==> src/rtl/lut5_cfg_writer.sv <==
// Runtime configuration writer for a 5-input LUT.
// A 32-bit truth table is shifted in MSB first into a shadow register, one bit per
// valid/ready beat, then copied to the active table in a single edge. The LUT output
// is evaluated combinationally from the active table only, so a partially loaded
// table is never visible on O5 or table_q.
module lut5_cfg_writer #(
    parameter logic [31:0] INIT5 = 32'h0000_0000,
    parameter int unsigned CNT_W = 5
) (
    input  logic        clk,
    input  logic        rst,
    input  logic        load_start,
    input  logic        load_abort,
    input  logic        cfg_valid,
    input  logic        cfg_din,
    output logic        cfg_ready,
    output logic        busy,
    output logic        done,
    input  logic        I0,
    input  logic        I1,
    input  logic        I2,
    input  logic        I3,
    input  logic        I4,
    output logic        O5,
    output logic [31:0] table_q
);

    typedef enum logic [1:0] {
        StIdle,
        StShift,
        StCommit
    } state_e;

    localparam logic [CNT_W-1:0] LastBeat = CNT_W'(31);

    state_e             state_q, state_d;
    logic [CNT_W-1:0]   cnt_q, cnt_d;
    logic [31:0]        shadow_q, shadow_d;
    logic [31:0]        active_q, active_d;
    logic               done_q, done_d;
    logic [4:0]         lut_sel;

    // State register; rst discards any partial load and suppresses done.
    always_ff @(posedge clk) begin
        if (rst) begin
            state_q  <= StIdle;
            cnt_q    <= '0;
            shadow_q <= '0;
            active_q <= INIT5;
            done_q   <= 1'b0;
        end else begin
            state_q  <= state_d;
            cnt_q    <= cnt_d;
            shadow_q <= shadow_d;
            active_q <= active_d;
            done_q   <= done_d;
        end
    end

    // Next-state logic for the load sequencer.
    always_comb begin
        state_d  = state_q;
        cnt_d    = cnt_q;
        shadow_d = shadow_q;
        active_d = active_q;
        done_d   = 1'b0;

        unique case (state_q)
            StIdle: begin
                if (load_start) begin
                    state_d  = StShift;
                    cnt_d    = '0;
                    shadow_d = '0;
                end
            end
            StShift: begin
                // Abort wins over a coincident beat: that beat is dropped.
                if (load_abort) begin
                    state_d = StIdle;
                end else if (cfg_valid) begin
                    shadow_d = {shadow_q[30:0], cfg_din};
                    cnt_d    = cnt_q + CNT_W'(1);
                    if (cnt_q == LastBeat) begin
                        state_d = StCommit;
                    end
                end
            end
            StCommit: begin
                active_d = shadow_q;
                done_d   = 1'b1;
                state_d  = StIdle;
            end
            default: begin
                state_d = StIdle;
            end
        endcase
    end

    // Handshake/status outputs and the combinational LUT read from the active table.
    always_comb begin
        cfg_ready = (state_q == StShift);
        busy      = (state_q != StIdle);
        done      = done_q;
        table_q   = active_q;
        lut_sel   = {I4, I3, I2, I1, I0};
        O5        = active_q[lut_sel];
    end

endmodule

==> config.mk <==
export PLATFORM = sky130hd
export DESIGN_NAME = lut5_cfg_writer
export DESIGN_NICKNAME = d
export VERILOG_FILES = /design/src/rtl/lut5_cfg_writer.sv
export SDC_FILE = /design/constraint.sdc
export NUM_CORES = 1
export LEC_CHECK = 0
export CAP_MARGIN = 20
export CORE_MARGIN = 3
export CORE_UTILIZATION = 30
export DETAILED_ROUTE_END_ITERATION = 8
export GPL_TIMING_DRIVEN = 0
export MAX_ROUTING_LAYER = met4
export PLACE_DENSITY_LB_ADDON = 0.05
export SYNTH_ARGS = -nofsm -noshare
export SYNTH_HDL_FRONTEND = slang
export SYNTH_SLANG_ARGS = --single-unit
==> constraint.sdc <==
create_clock -name clk -period 4.05 [get_ports clk]
set_input_delay 0.6075 -clock clk [delete_from_list [all_inputs] [get_ports clk]]
set_output_delay 0.6075 -clock clk [all_outputs]
set_load 0.01 [all_outputs]
==> results_tabular.tex <==
\begin{tabular}{lr}
\hline
Metric & Value \\
\hline
\multicolumn{2}{l}{\textbf{Timing}} \\
Final setup vio count & 0 \\
Worst-margin pin slew & 0.570 ns \\
Max Fclk & 314 MHz \\
Setup clock skew after layout & 0.00880 ns \\
Accumulated negative setup slack & 0 ns \\
Final WS setup & between 0.8 and 0.9 ns \\
Max\_slew headroom & 0.620 \\
Slew Limit Fails & 0 \\
Worst slack on hold paths & 0.462 ns \\
Period utilization & 0.786 \\
Final hold vios & 0 \\
Setup repair after global routing missed its margin & false \\
Min cycle time layout & 3.18 ns \\
\multicolumn{2}{l}{\textbf{CTS}} \\
Count of H-tree levels built during CTS & 3 \\
Cts hold-fix bufs & 0 \\
Clock-pin slew on the worst setup and hold paths & 0.07 ns \\
Total clock sinks & 72 \\
Number of gates given a new drive strength after cts & 0 \\
Later-pin clock latency in the skew report & about 0.35 ns \\
Count of buffers added by post-CTS timing repair for setup & 0 \\
Max Buffers Root-to-Sink & 2 \\
Clock tree from TritonCTS & yes \\
TritonCTS buffer count & 9 \\
Buffer type at the clock tree root & sky130\_fd\_sc\_hd\_\_clkbuf\_8 \\
\multicolumn{2}{l}{\textbf{Route}} \\
Drt total wl & 8140 um \\
Antenna violation net count after detailed routing & 0 \\
Via total after detailed routing & between 2,000 and 3,000 \\
Via count normalized by instance count & around 4.7 \\
DRC violation count after routing & 0 \\
Detailed-route wire length per cell & 14.7 um \\
1st-iter DRT viols & 79 \\
Router iterations before antenna repair & 4 \\
\multicolumn{2}{l}{\textbf{Pwr}} \\
Max rail drop VDD & 163 uV \\
Leakage power figure & 1.22 nW \\
Areal power density over the cells & 387 nW/um\^{}2 \\
\multicolumn{2}{l}{\textbf{Synthesis}} \\
Count of distinct cell types in the synthesized netlist & 29 \\
Post-Synthesis Cells & 365 \\
Syn Area/Cell & slightly below 8 sq um \\
Post-synthesis instance area & 2900 sq um \\
Xor-xnor portion of the synthesized cell area & 0.00603 \\
Synth Register Bits & 72 \\
Post-synthesis sequential area ratio & 0.496 \\
Adder-cell share of the synthesized area & 0.00862 \\
Nets in the synthesized netlist & 378 \\
Yosys synthesis warning count & 0 \\
Area share of and/or/nand/nor cells after synthesis & 0.240 \\
Mux cell area share after synthesis & 0.0551 \\
Main combinational cell family by area after synthesis & simple AND/OR/NAND/NOR gates \\
Compound-cell area share of the yosys netlist & 0.150 \\
\multicolumn{2}{l}{\textbf{Place}} \\
Buffers on Ports & 44 \\
Post-Place Worst Slack & $\sim$0.87 ns \\
Area of placed instances & 3510 sq um \\
Placer Congestion & between 0.8 and 0.9 \\
Post-DP HPWL & 5800 um \\
\multicolumn{2}{l}{\textbf{Finish}} \\
Design Area, Final & 3730 sq um \\
Layout Area Growth over Synthesis & 28.3\% \\
Share of layout cells above drive strength 1 & 0.0612 \\
Final standard cell utilization of the core & 0.400 \\
Antenna fix cells & 0 \\
Nets@finish & 433 \\
\multicolumn{2}{l}{\textbf{Die}} \\
Die width & 104 um \\
Core region area & 9330 sq um \\
I/O pin total & 47 \\
Full die area & 10,900 sq um \\
\# rows & 35 \\
Effective utilization at floorplan & 0.311 \\
Floorplan die height & approximately 100 um \\
\multicolumn{2}{l}{\textbf{Critical path}} \\
Data required time at the worst endpoint & about 3.4 ns \\
Start point of the critical path & I0 \\
Crit path max fanout & 4 \\
Slack of the worst reg-to-reg path & 2.39 ns \\
Critical setup path kind & in -> out \\
Crit path capture & O5 \\
Endpoint type of the worst setup path & output pin \\
CP Launch Type & input port \\
Startpoint of the most critical register-to-register path & state\_q[0] \\
Worst Path Arrival & roughly 2.6 ns \\
Capture instance of the worst register-to-register path & table\_q[22] \\
Worst r2r path cells & 5 \\
\multicolumn{2}{l}{\textbf{Run status}} \\
Status & completed \\
\multicolumn{2}{l}{\textbf{GRT}} \\
Pin count of the biggest net entering global routing & 13 \\
GRT overflow & 0 \\
Antenna violations before repair & 0 \\
GRT Overall Usage & 0.160 \\
Vias in the first global route & 2,606 \\
Global-route wire length before repair & 13,500 um \\
\multicolumn{2}{l}{\textbf{Worst hold path}} \\
Class of the tightest hold or removal check & reg -> reg \\
\multicolumn{2}{l}{\textbf{Run}} \\
Max capacitance violation total & 0 \\
\hline
\end{tabular}
-- worst max-delay path, cell delays in order --
cell and delay, ns:
sky130_fd_sc_hd__clkdlybuf4s50_1 0.51, sky130_fd_sc_hd__nor2b_1 0.33, sky130_fd_sc_hd__a22oi_1 0.15, sky130_fd_sc_hd__nand4b_1 0.11, sky130_fd_sc_hd__a21oi_1 0.05, sky130_fd_sc_hd__a311o_1 0.33, sky130_fd_sc_hd__clkdlybuf4s50_1 0.48
-- state kept, by name, summed over array words and instances, names as in the netlist --
| name | count |
|---|---|
| done | 1 |
| state_q | 2 |
| shadow_q | 32 |
| cnt_q | 5 |
| table_q | 32 |
-- worst min-delay path by stage --
| stage | startpoint | slack [ns] | to | cells past startpoint |
|---|---|---|---|---|
| after floorplan | shadow_q[31] | 0.43 | table_q[31] | 2 |
| after global placement | shadow_q[31] | 0.45 | shadow_q[31] | 2 |
| after detailed placement | cnt_q[4] | 0.45 | cnt_q[4] | 2 |
| after CTS | cnt_q[4] | 0.47 | cnt_q[4] | 2 |
| after global routing | shadow_q[0] | 0.48 | shadow_q[0] | 2 |
| final | shadow_q[31] | 0.46 | shadow_q[31] | 2 |
-- metrics by stage --
stage,instances,total power (W)
2_1_floorplan,365,0.000783
3_3_place_gp,538,0.000822
3_5_place_dp,538,0.000821
4_1_cts,554,0.00146
5_1_grt,554,0.00150
6_report,554,0.00144
-- synthesized netlist by cell type (all sizes together) --
cell    count  share of area
a21oi      71           0.12
nand4b      1         0.0030
ha          2         0.0086
mux2i      16          0.055
a311o       1         0.0034
nand3b      2         0.0052
inv         1         0.0013
nor4        1         0.0022
clkbuf     17          0.022
dfxtp      72           0.50
nand4       1         0.0022
nor3        2         0.0034
and3        1         0.0022
xnor2       1         0.0030
a21o        1         0.0026
nand2     106           0.14
xor2        1         0.0030
a211oi      4          0.010
nor2        4         0.0052
and2        1         0.0022
buf        11          0.019
nand3      36          0.062
a22oi       4          0.010
nor2b       3         0.0065
nand2b      4         0.0086
clkinv      1         0.0013
-- layout make-up --
class | count | area, sq um
plain buffers | 28 | 120
flip-flops and latches | 72 | 1440
clock buffers | 11 | 141
clock inverters | 5 | 80.1
repair buffers | 44 | 440
inverters | 2 | 7.51
fillers | 1019 | 5600
well taps | 129 | 161
multi-input cells | 263 | 1340
-- power by group --
group | switching [W] | total [W] | internal [W]
clock | 0.000278 | 0.000641 | 0.000363
combinational | 0.0000614 | 0.0000922 | 0.0000307
sequential | 0.00000194 | 0.000711 | 0.000709
total | 0.000341 | 0.00144 | 0.00110
-- kinds of logic after synthesis --
| group | after synthesis |
|---|---|
| fa+ha+maj | 2 |
| xor+xnor | 2 |
| simple gates | 162 |
| compound gates | 81 |
| buf+inv | 30 |
| flops | 72 |
| mux | 16 |
-- cells in the final DEF (no fill, tap or decap), drive strengths merged --
master	netlist	layout
nand2	106	106
dfxtp	72	72
a21oi	71	71
clkdlybuf4s50	0	44
nand3	36	36
clkbuf	17	28
mux2i	16	16
buf	11	11
nand2b	4	4
nor2	4	4
a22oi	4	4
a211oi	4	4
nor2b	3	3
nand3b	2	2
nor3	2	2
ha	2	2
clkinvlp	0	2
bufinv	0	2
clkinv	1	2
inv	1	1
and3	1	1
and2	1	1
nand4b	1	1
a311o	1	1
a21o	1	1
nand4	1	1
xor2	1	1
xnor2	1	1
nor4	1	1
-- per-layer routing --
metal / share of wire / wire [um] / global-route usage / vias to the layer above
met3: 0.037 / 298 / 0.0304 / 16
met5: 0 / 0 / - / -
met1: 0.49 / 4020 / 0.211 / 1204
li1: - / - / - / 1346
met4: 0.024 / 193 / 0.0769 / 0
met2: 0.45 / 3620 / 0.234 / 50
Power figures use the tool's default switching activity.
